<file path="src/rtl/float_pkg.sv">
// Shared single-precision float definitions for the adder datapath, plus the
// normalizer's state and packing-kind encodings.
package float_pkg;

    localparam int FRACTION_BITS = 23;
    localparam int EXPONENT_BITS = 8;
    localparam int CNT_BITS      = $clog2(FRACTION_BITS + 1);

    typedef logic [EXPONENT_BITS-1:0] exp_t;
    typedef logic [FRACTION_BITS:0]   sig_t;
    typedef logic [CNT_BITS-1:0]      cnt_t;

    typedef struct packed {
        logic                     sign;
        logic [EXPONENT_BITS-1:0] exp;
        logic [FRACTION_BITS-1:0] frac;
    } float;

    typedef enum logic [1:0] {IDLE, EVAL, SHIFT, DONE} norm_state_t;

    // Which value the packer emits: the working fields, or a special value.
    typedef enum logic [1:0] {PK_NORMAL, PK_ZERO, PK_INF, PK_UNF} pack_kind_t;

    localparam exp_t EXP_MAX     = '1;
    localparam float FP_POS_ZERO = '0;

    function automatic float fp_inf(input logic sign);
        float f;
        f.sign = sign;
        f.exp  = EXP_MAX;
        f.frac = '0;
        return f;
    endfunction

endpackage

</file>
<file path="src/rtl/fp_normalize_seq_if.sv">
// Operand-in / result-out handshake bundle of the sequential normalizer.
interface fp_normalize_seq_if;
    import float_pkg::*;

    logic in_valid;
    logic in_ready;
    logic in_sign;
    exp_t in_exp;
    logic in_carry;
    sig_t in_sum;
    logic out_valid;
    logic out_ready;
    float result;
    logic zero_flag;
    logic ovf_flag;
    logic unf_flag;

    modport slave (
        input  in_valid, in_sign, in_exp, in_carry, in_sum, out_ready,
        output in_ready, out_valid, result, zero_flag, ovf_flag, unf_flag
    );

    modport master (
        output in_valid, in_sign, in_exp, in_carry, in_sum, out_ready,
        input  in_ready, out_valid, result, zero_flag, ovf_flag, unf_flag
    );
endinterface

</file>
<file path="src/rtl/fp_pack_result.sv">
// Packs sign/exponent/fraction into a float, or substitutes a special value
// together with its flag.
module fp_pack_result
    import float_pkg::*;
(
    input  logic                     sign,
    input  exp_t                     exp,
    input  logic [FRACTION_BITS-1:0] frac,
    input  pack_kind_t               kind,
    output float                     result,
    output logic                     zero_flag,
    output logic                     ovf_flag,
    output logic                     unf_flag
);
    // NOTE: every output gets a default before the case so no path leaves
    // one unassigned, which would otherwise infer a latch.
    always_comb begin
        result    = '{sign: sign, exp: exp, frac: frac};
        zero_flag = 1'b0;
        ovf_flag  = 1'b0;
        unf_flag  = 1'b0;
        case (kind)
            PK_ZERO: begin
                result    = FP_POS_ZERO;
                zero_flag = 1'b1;
            end
            PK_INF: begin
                result   = fp_inf(sign);
                ovf_flag = 1'b1;
            end
            PK_UNF: begin
                result   = FP_POS_ZERO;
                unf_flag = 1'b1;
            end
            default: ;
        endcase
    end
endmodule

</file>
<file path="src/rtl/fp_normalize_seq.sv">
// Iterative post-addition normalizer: one bit of left shift per clock,
// truncating, flush-to-zero on underflow, saturate-to-infinity on overflow.
module fp_normalize_seq
    import float_pkg::*;
(
    input logic                clk,
    input logic                reset,
    fp_normalize_seq_if.slave  bus
);
    norm_state_t state_q, state_d;
    logic        sign_q,  sign_d;
    exp_t        exp_q,   exp_d;
    logic        carry_q, carry_d;
    sig_t        sum_q,   sum_d;
    cnt_t        cnt_q,   cnt_d;
    float        result_q, result_d;
    logic        zero_q, zero_d, ovf_q, ovf_d, unf_q, unf_d;

    pack_kind_t               pk_kind;
    exp_t                     pk_exp;
    logic [FRACTION_BITS-1:0] pk_frac;
    float                     pk_result;
    logic                     pk_zero, pk_ovf, pk_unf;
    logic                     go_done;
    sig_t                     sum_sh, carry_sum;
    exp_t                     exp_inc, exp_dec;

    fp_pack_result u_pack (
        .sign      (sign_q),
        .exp       (pk_exp),
        .frac      (pk_frac),
        .kind      (pk_kind),
        .result    (pk_result),
        .zero_flag (pk_zero),
        .ovf_flag  (pk_ovf),
        .unf_flag  (pk_unf)
    );

    always_comb begin
        state_d  = state_q;
        sign_d   = sign_q;
        exp_d    = exp_q;
        carry_d  = carry_q;
        sum_d    = sum_q;
        cnt_d    = cnt_q;
        result_d = result_q;
        zero_d   = zero_q;
        ovf_d    = ovf_q;
        unf_d    = unf_q;
        pk_kind  = PK_NORMAL;
        pk_exp   = exp_q;
        pk_frac  = sum_q[FRACTION_BITS-1:0];
        go_done  = 1'b0;

        sum_sh    = {sum_q[FRACTION_BITS-1:0], 1'b0};
        carry_sum = {1'b1, sum_q[FRACTION_BITS:1]};
        exp_inc   = exp_q + exp_t'(1);
        exp_dec   = exp_q - exp_t'(1);

        case (state_q)
            IDLE: begin
                if (bus.in_valid) begin
                    sign_d  = bus.in_sign;
                    exp_d   = bus.in_exp;
                    carry_d = bus.in_carry;
                    sum_d   = bus.in_sum;
                    cnt_d   = '0;
                    state_d = EVAL;
                end
            end
            EVAL: begin
                if (exp_q == '0 || {carry_q, sum_q} == '0) begin
                    pk_kind = PK_ZERO;
                    go_done = 1'b1;
                end else if (exp_q == EXP_MAX) begin
                    pk_kind = PK_INF;
                    go_done = 1'b1;
                end else if (carry_q) begin
                    sum_d   = carry_sum;
                    exp_d   = exp_inc;
                    pk_exp  = exp_inc;
                    pk_frac = carry_sum[FRACTION_BITS-1:0];
                    pk_kind = (exp_inc == EXP_MAX) ? PK_INF : PK_NORMAL;
                    go_done = 1'b1;
                end else if (sum_q[FRACTION_BITS]) begin
                    go_done = 1'b1;
                end else begin
                    state_d = SHIFT;
                end
            end
            SHIFT: begin
                // Stop before a shift would take the exponent to zero.
                if (exp_q == exp_t'(1)) begin
                    pk_kind = PK_UNF;
                    go_done = 1'b1;
                end else begin
                    sum_d   = sum_sh;
                    exp_d   = exp_dec;
                    cnt_d   = cnt_q + cnt_t'(1);
                    pk_exp  = exp_dec;
                    pk_frac = sum_sh[FRACTION_BITS-1:0];
                    if (sum_sh[FRACTION_BITS]) begin
                        go_done = 1'b1;
                    end else if (exp_dec == exp_t'(1)) begin
                        pk_kind = PK_UNF;
                        go_done = 1'b1;
                    end
                end
            end
            DONE: begin
                if (bus.out_ready) begin
                    state_d = IDLE;
                    zero_d  = 1'b0;
                    ovf_d   = 1'b0;
                    unf_d   = 1'b0;
                end
            end
            default: state_d = IDLE;
        endcase

        if (go_done) begin
            state_d  = DONE;
            result_d = pk_result;
            zero_d   = pk_zero;
            ovf_d    = pk_ovf;
            unf_d    = pk_unf;
        end
    end

    // NOTE: state registers use non-blocking assignments so every flop
    // samples the pre-edge values regardless of statement order.
    always_ff @(posedge clk) begin
        if (reset) begin
            state_q  <= IDLE;
            sign_q   <= 1'b0;
            exp_q    <= '0;
            carry_q  <= 1'b0;
            sum_q    <= '0;
            cnt_q    <= '0;
            result_q <= FP_POS_ZERO;
            zero_q   <= 1'b0;
            ovf_q    <= 1'b0;
            unf_q    <= 1'b0;
        end else begin
            state_q  <= state_d;
            sign_q   <= sign_d;
            exp_q    <= exp_d;
            carry_q  <= carry_d;
            sum_q    <= sum_d;
            cnt_q    <= cnt_d;
            result_q <= result_d;
            zero_q   <= zero_d;
            ovf_q    <= ovf_d;
            unf_q    <= unf_d;
        end
    end

    assign bus.in_ready  = (state_q == IDLE);
    assign bus.out_valid = (state_q == DONE);
    assign bus.result    = result_q;
    assign bus.zero_flag = zero_q;
    assign bus.ovf_flag  = ovf_q;
    assign bus.unf_flag  = unf_q;

endmodule

</file>
<file path="src/flat_wrapper.sv">
// flat-port wrapper written by rule: the top's interface ports become plain ports
module fp_normalize_seq_flat import float_pkg::*;
  (clk, reset, bus_in_valid, bus_in_sign, bus_in_exp, bus_in_carry, bus_in_sum, bus_out_ready, bus_in_ready, bus_out_valid, bus_result, bus_zero_flag, bus_ovf_flag, bus_unf_flag);
  fp_normalize_seq_if bus_i ();
  input logic clk;
  input logic reset;
  input wire logic [$bits(bus_i.in_valid)-1:0] bus_in_valid;
  input wire logic [$bits(bus_i.in_sign)-1:0] bus_in_sign;
  input wire logic [$bits(bus_i.in_exp)-1:0] bus_in_exp;
  input wire logic [$bits(bus_i.in_carry)-1:0] bus_in_carry;
  input wire logic [$bits(bus_i.in_sum)-1:0] bus_in_sum;
  input wire logic [$bits(bus_i.out_ready)-1:0] bus_out_ready;
  output wire logic [$bits(bus_i.in_ready)-1:0] bus_in_ready;
  output wire logic [$bits(bus_i.out_valid)-1:0] bus_out_valid;
  output wire logic [$bits(bus_i.result)-1:0] bus_result;
  output wire logic [$bits(bus_i.zero_flag)-1:0] bus_zero_flag;
  output wire logic [$bits(bus_i.ovf_flag)-1:0] bus_ovf_flag;
  output wire logic [$bits(bus_i.unf_flag)-1:0] bus_unf_flag;
  assign bus_i.in_valid = bus_in_valid;
  assign bus_i.in_sign = bus_in_sign;
  assign bus_i.in_exp = bus_in_exp;
  assign bus_i.in_carry = bus_in_carry;
  assign bus_i.in_sum = bus_in_sum;
  assign bus_i.out_ready = bus_out_ready;
  assign bus_in_ready = bus_i.in_ready;
  assign bus_out_valid = bus_i.out_valid;
  assign bus_result = bus_i.result;
  assign bus_zero_flag = bus_i.zero_flag;
  assign bus_ovf_flag = bus_i.ovf_flag;
  assign bus_unf_flag = bus_i.unf_flag;
  fp_normalize_seq u_core (.clk(clk), .reset(reset), .bus(bus_i));
endmodule
</file>
<file path="config.mk">
export PLATFORM = sky130hd
export DESIGN_NAME = fp_normalize_seq_flat
export DESIGN_NICKNAME = d
export VERILOG_FILES = /design/src/rtl/float_pkg.sv /design/src/rtl/fp_normalize_seq_if.sv /design/src/rtl/fp_pack_result.sv /design/src/rtl/fp_normalize_seq.sv /design/src/flat_wrapper.sv
export SDC_FILE = /design/constraint.sdc
export NUM_CORES = 1
export LEC_CHECK = 0
export BUFFER_PORTS_ARGS = -buffer_cell sky130_fd_sc_hd__buf_2
export CAP_MARGIN = 15
export CORE_MARGIN = 1
export CORE_UTILIZATION = 46
export CTS_CLUSTER_SIZE = 24
export DETAILED_ROUTE_END_ITERATION = 7
export PLACE_DENSITY = 0.66
export SLEW_MARGIN = 10
export SYNTH_ARGS = -nofsm -noshare
export SYNTH_HDL_FRONTEND = slang
export SYNTH_SLANG_ARGS = --single-unit
</file>
<file path="constraint.sdc">
create_clock -name clk -period 2.8 [get_ports clk]
set_input_delay 0.7 -clock clk [delete_from_list [all_inputs] [get_ports clk]]
set_output_delay 0.7 -clock clk [all_outputs]
set_load 0.01 [all_outputs]
</file>
==> results of run 1 <==
==> metrics by stage <==
step	cell area (sq um)	hold WS, ns	power, mW	cells	setup slack (ns)
finish	4910	0.465	5.27	674	0.207
global route	4910	0.482	5.70	674	0.0781
CTS	4890	0.468	5.25	673	0.105
detailed placement	4660	0.446	4.28	657	0.140
global placement	4660	0.441	4.25	657	0.205
floorplan	4230	0.437	3.59	504	0.404
==> critical path: cells and delay by family (launching register included) <==
family | cells | cell delay, ns
buffers and inverters | 1 | 0.19
and+or+nand+nor | 4 | 0.98
DFF | 1 | 0.40
adders and majority gates | 1 | 0.37
AOI/OAI and AO/OA | 3 | 0.57
==> cells in the final DEF, fill, tap and decap left out, types with 7 or more instances in the layout <==
master,netlist,routed
a211oi_1,7,7
a21oi_1,51,51
a221oi_1,23,23
a222oi_1,22,22
buf_2,8,74
buf_4,1,17
clkbuf_8,0,11
dfxtp_1,71,71
ha_1,10,10
inv_1,8,8
nand2_1,25,25
nand3_1,14,14
nor2_1,71,71
nor3_1,31,31
o21ai_0,11,11
o2bb2ai_2,20,20
==> metal layers <==
metal | vias to the layer above | track usage, % | share of wire (%)
met2 | 150 | 41.0 | 46
met4 | 0 | 9.32 | 1.2
li1 | 2048 | - | -
met1 | 2007 | 34.9 | 46
met5 | - | 0 | 0
met3 | 12 | 3.15 | 5.8
==> report_power, final <==
group          switching [mW]  leakage, nW  internal (mW)
Clock                   0.409        0.120          0.551
Sequential              0.431        0.579           1.25
Combinational            1.60         1.21           1.03
Total                    2.44         1.91           2.83
==> path summary, 6_finish.rpt <==
check                          endpoint  slack (ns)  cells past startpoint
hold reg to reg   u_core.bus.result[31]        0.46                      2
hold / removal    u_core.bus.result[31]        0.46                      2
setup / recovery  u_core.bus.result[13]        0.21                      9
setup reg to reg  u_core.bus.result[13]        0.21                      9
==> layout make-up <==
class                      instances  share of cell area [%]
multi-input combinational        378                    52.0
sequential                        71                    29.0
timing repair buffer              93                    11.0
clock buffer                      11                    3.08
tap                              108                    2.75
clock inverter                     5                    1.61
inverter                           8                   0.612
==> state kept, by name (all words and copies together), names as in the netlist, 2 cells and up <==
name               cells
u_core.bus.result     32
u_core.exp_q           8
u_core.state_q         2
u_core.sum_q          24
==> cells by family (layout without fill, tap and decap cells) <==
| logic type | after synthesis | count (layout) | synth area share [%] |
|---|---|---|---|
| and+or+nand+nor | 183 | 184 | 21.1 |
| buffers and inverters | 56 | 117 | 6.59 |
| xor gates and xnor gates | 4 | 4 | 0.828 |
| muxes | 3 | 3 | 0.710 |
| adders and majority gates | 10 | 10 | 2.96 |
| AOI/OAI and AO/OA | 177 | 177 | 34.2 |
| DFF | 71 | 71 | 33.6 |
==> results_dict.tcl, run 1 <==
set metrics [dict create \
    net_count_after_synthesis 552 \
    grt_max_degree 49 \
    worst_min_delay_path_category "reg2reg" \
    hold_path.startpoint "u_core.bus.result[31]" \
    timing_max_transition_violations_final 0 \
    post_cts.repair.setup_buffers 0 \
    detailedRoute.firstPassIterationCount 8 \
    setup-tns-final_ns 0 \
    leakage_power_nw 1.91 \
    number_of_flops_mapped_to_enable_cells_by_yosys 0 \
    clk_pin_slew_worst_paths_ns 0.08 \
    crit_path_max_fanout 11 \
    synth.cell_area_sq_um 4230 \
    grt_remaining_overflow 0 \
    ioPinCount 75 \
    insertedDiodeCount 0 \
    yosysSeqAreaShare_pct 33.6 \
    synth.avg_cell_area_sq_um 8.40 \
    clock_path_buffers 2 \
    period_share_pct 92.6 \
    grt_antenna_before_repair 0 \
    cts_resized 0 \
    die_w_microns 97.9 \
    place.gp.congestion 0.930 \
    grt_setup_unrepaired "false" \
    cts_hold_repair.buffers 0 \
    cts_root_buf "clkbuf_8" \
    grt_pass1_vias 3837 \
    grt_first_pass_wirelength_microns 19600 \
    critical_path_s_slowest_cell "or3_4" \
    synthFlopType "dfxtp_1" \
    grt_use_total_pct 25.4 \
    max_cap_viols 0 \
    dp_hpwl_microns 8450 \
    placement_rows 34 \
    multi_input_area_sq_um 2550 \
    status "finished, violations left" \
    report.final.setup_viol 0 \
    failing_checks "DRC" \
    port_buffers 74 \
    drive_gt1_share_pct 25.3 \
    critical_path.cell_chain "inv_1 -> ha_1 -> nor2b_1 -> a22o_1 -> a2bb2oi_4 -> nor3_1 -> or3_4 -> nor2_4 -> o2bb2ai_2" \
    synthDistinctLibCells 58 \
    tritoncts "built" \
    synth_top_cell_area_share_pct 33.6 \
    cells_taking_the_most_area_after_synthesis "dfxtp_1 34%, o2bb2ai_2 7.1%, nor2_1 6.3%, a21oi_1 6.0%, a222oi_1 5.2%" \
    worst_pin_slew_ns 0.772 \
    syn-instance-count 504 \
    syn_to_final_growth_pct 16.0 \
    number_of_nets_in_the_final_layout 609 \
    fin_worst_skew_ns 0.00619 \
    floorplan.die.height_microns 97.9 \
    avgViaCountPerCell 6.26 \
    cp.required_ns 3.09 \
    start_util_pct 48.1 \
    worst_case_headroom_to_the_max_slew_limit_pct 48.3 \
    fp.dieArea_sq_um 9590 \
    post_synth_most_frequent_cells "71 x dfxtp_1, 71 x nor2_1, 51 x a21oi_1, 34 x clkbuf_1, 31 x nor3_1" \
    peakVddDrop_v 0.000387 \
    critical_path_class "reg2reg" \
    synth.ff_latch_count 71 \
    clock_insertion_delay_worst_skew_ns 0.35 \
    route.vias.total 4217 \
    remaining_drc_errors 5 \
    setup.worst_path.end_class "flop" \
    layout.core_utilization_pct 55.7 \
    fmax_ghz 0.386 \
    htree_num_levels 3 \
    max_stage_delay_ns 0.42 \
    report.final.hold_viol_count 0 \
    register_area_sq_um 1420 \
    clock_sinks 71 \
    power.density_cell_area_nw_per_um2 1070 \
    number_of_buffers_created_by_cts 9 \
    dr.first_iter.drc_count 359 \
    detail_route.wl_per_cell_microns 17.7 \
    crit_start "u_core.exp_q[0]" \
    fillers 857 \
    routed_wl_microns 11900 \
    route.antenna.remaining_nets 0 \
    start_kind "flop" \
    yosys.area.top_type "dfxtp_1" \
    core_area_sq_um 8810 \
    synth.yosys.warnings 0 \
    final.min_clock_period_ns 2.59 \
    postSynth.asyncResetShare_pct 0 \
    critical_path_arrival_ns 2.88 \
    worst_r2r_startpoint "u_core.exp_q[0]" \
]
Note: power is estimated with default switching activity, not from simulation.
==> run 2: changes to the inputs <==
==> constraint.sdc (replaced) <==
create_clock -name clk -period 2.8 [get_ports clk]
set_input_delay 0.56 -clock clk [delete_from_list [all_inputs] [get_ports clk]]
set_output_delay 0.56 -clock clk [all_outputs]
set_load 0.01 [all_outputs]
==> results_dict.tcl, run 2 (same netlist as run 1, synthesis figures left out) <==
set metrics [dict create \
    status "finished, violations left" \
    failing_checks "DRC" \
    number_of_buffers_created_by_cts 9 \
    fin_worst_skew_ns 0.0107 \
    worst_pin_slew_ns 0.544 \
    max_reg_flops 32 \
    place.gp.congestion 0.930 \
    crit_path_max_fanout 11 \
    grt_remaining_overflow 0 \
    remaining_drc_errors 5 \
    postLayoutCellArea_sq_um 4880 \
    port_buffers 74 \
    grt_setup_unrepaired "false" \
    clk_pin_slew_worst_paths_ns 0.08 \
    period_share_pct 91.9 \
    place_inst 658 \
    worst_min_delay_path_category "reg2reg" \
    multi_input_area_sq_um 2550 \
    dpl_worst_slack_ns 0.140 \
    start_kind "flop" \
    layout.core_utilization_pct 55.5 \
    report.final.setup_viol 0 \
    dr.first_iter.drc_count 351 \
    holdWs_ns 0.452 \
    peakVddDrop_v 0.000533 \
    clock_sinks 71 \
    post_cts.repair.setup_buffers 0 \
    floorplan.die.height_microns 97.9 \
    final.min_clock_period_ns 2.57 \
    mostFrequentLayoutCells "74 x buf_2, 71 x nor2_1, 71 x dfxtp_1" \
    setup-tns-final_ns 0 \
    grt_antenna_before_repair 0 \
    placement_rows 34 \
    timing_max_transition_violations_final 0 \
    cp.required_ns 3.09 \
    critical_path_s_slowest_cell "or3_4" \
    fillers 875 \
    max_cap_viols 0 \
    p_total_mw 5.16 \
    grt_use_total_pct 25.6 \
    syn_to_final_growth_pct 15.4 \
    setup.worst_path.end_class "flop" \
    worst_case_headroom_to_the_max_slew_limit_pct 63.8 \
    insertedDiodeCount 0 \
    detail_route.wl_per_cell_microns 17.6 \
    number_of_nets_in_the_final_layout 610 \
    grt_first_pass_wirelength_microns 19800 \
    critical_path_arrival_ns 2.86 \
    max_stage_delay_ns 0.43 \
    avgViaCountPerCell 6.10 \
    clock_insertion_delay_worst_skew_ns 0.35 \
    ioPinCount 75 \
    start_util_pct 48.1 \
    register_area_sq_um 1420 \
    stdcell_count 675 \
    cts_resized 0 \
    critical_path.cell_chain "inv_1 -> ha_1 -> nor2b_1 -> a22o_1 -> a2bb2oi_4 -> nor3_1 -> or3_4 -> nor2_4 -> o2bb2ai_2" \
    power.density_cell_area_nw_per_um2 1060 \
    grt_max_degree 49 \
    critical-path-top-delay-family "simple AND/OR/NAND/NOR gates" \
    worst_r2r_startpoint "u_core.exp_q[0]" \
    clock_path_buffers 2 \
    hold_path.startpoint "u_core.bus.result[31]" \
    route.vias.total 4116 \
    postPlaceCellArea_sq_um 4670 \
    htree_num_levels 3 \
    detailedRoute.firstPassIterationCount 8 \
    dp_hpwl_microns 8420 \
    cts_root_buf "clkbuf_8" \
    route.antenna.remaining_nets 0 \
    cts_hold_repair.buffers 0 \
    grt_pass1_vias 3943 \
    drive_gt1_share_pct 25.2 \
    core_area_sq_um 8810 \
    tritoncts "built" \
    crit_start "u_core.exp_q[0]" \
    leakage_power_nw 1.89 \
    worst-path-buf-inv 1 \
    critical_path_class "reg2reg" \
    report.final.hold_viol_count 0 \
    die_w_microns 97.9 \
    final.setup.worst_slack_ns 0.227 \
    layout.cells.most_common "buf_2" \
    routed_wl_microns 11900 \
    fp.dieArea_sq_um 9590 \
    fmax_ghz 0.389 \
]
## run 2: cell count changes in the layout (fill, tap and decap cells not counted), sizes merged
cell / change
buf: +1
clkinvlp: +1
bufinv: -1
## run 2: final cells by class
| class | instances | area share (%) |
|---|---|---|
| timing repair buffer | 94 | 11.2 |
| sequential | 71 | 29.1 |
| inverter | 8 | 0.615 |
| tap | 108 | 2.77 |
| clock inverter | 5 | 1.15 |
| clock buffer | 11 | 2.90 |
| multi-input combinational | 378 | 52.3 |
## run 2: metal layers
metal	vias to the layer above	global-route usage, %	share of wire [%]
met5	-	0	0
met1	1906	34.9	46
li1	2055	-	-
met2	142	41.3	46
met3	13	3.51	6.0
met4	0	8.97	1.5
## run 2: worst paths after layout
path,slack [ns],to,cells after the start
max reg2reg,0.23,u_core.bus.result[22],9
max,0.23,u_core.bus.result[22],9
min reg2reg,0.45,u_core.bus.result[31],2
min,0.45,u_core.bus.result[31],2
## run 2: power by group
| part | internal (mW) | switching (mW) | total [mW] | leakage [nW] |
|---|---|---|---|---|
| sequential | 1.25 | 0.427 | 1.67 | 0.579 |
| combinational | 1.04 | 1.61 | 2.64 | 1.21 |
| clock | 0.436 | 0.404 | 0.840 | 0.0997 |
## run 2: worst min-delay path, delay by kind of cell (launching register included)
kind	cells	cell delay [ns]
AOI/OAI and AO/OA	1	0.05
DFF	1	0.31
and+or+nand+nor	1	0.05
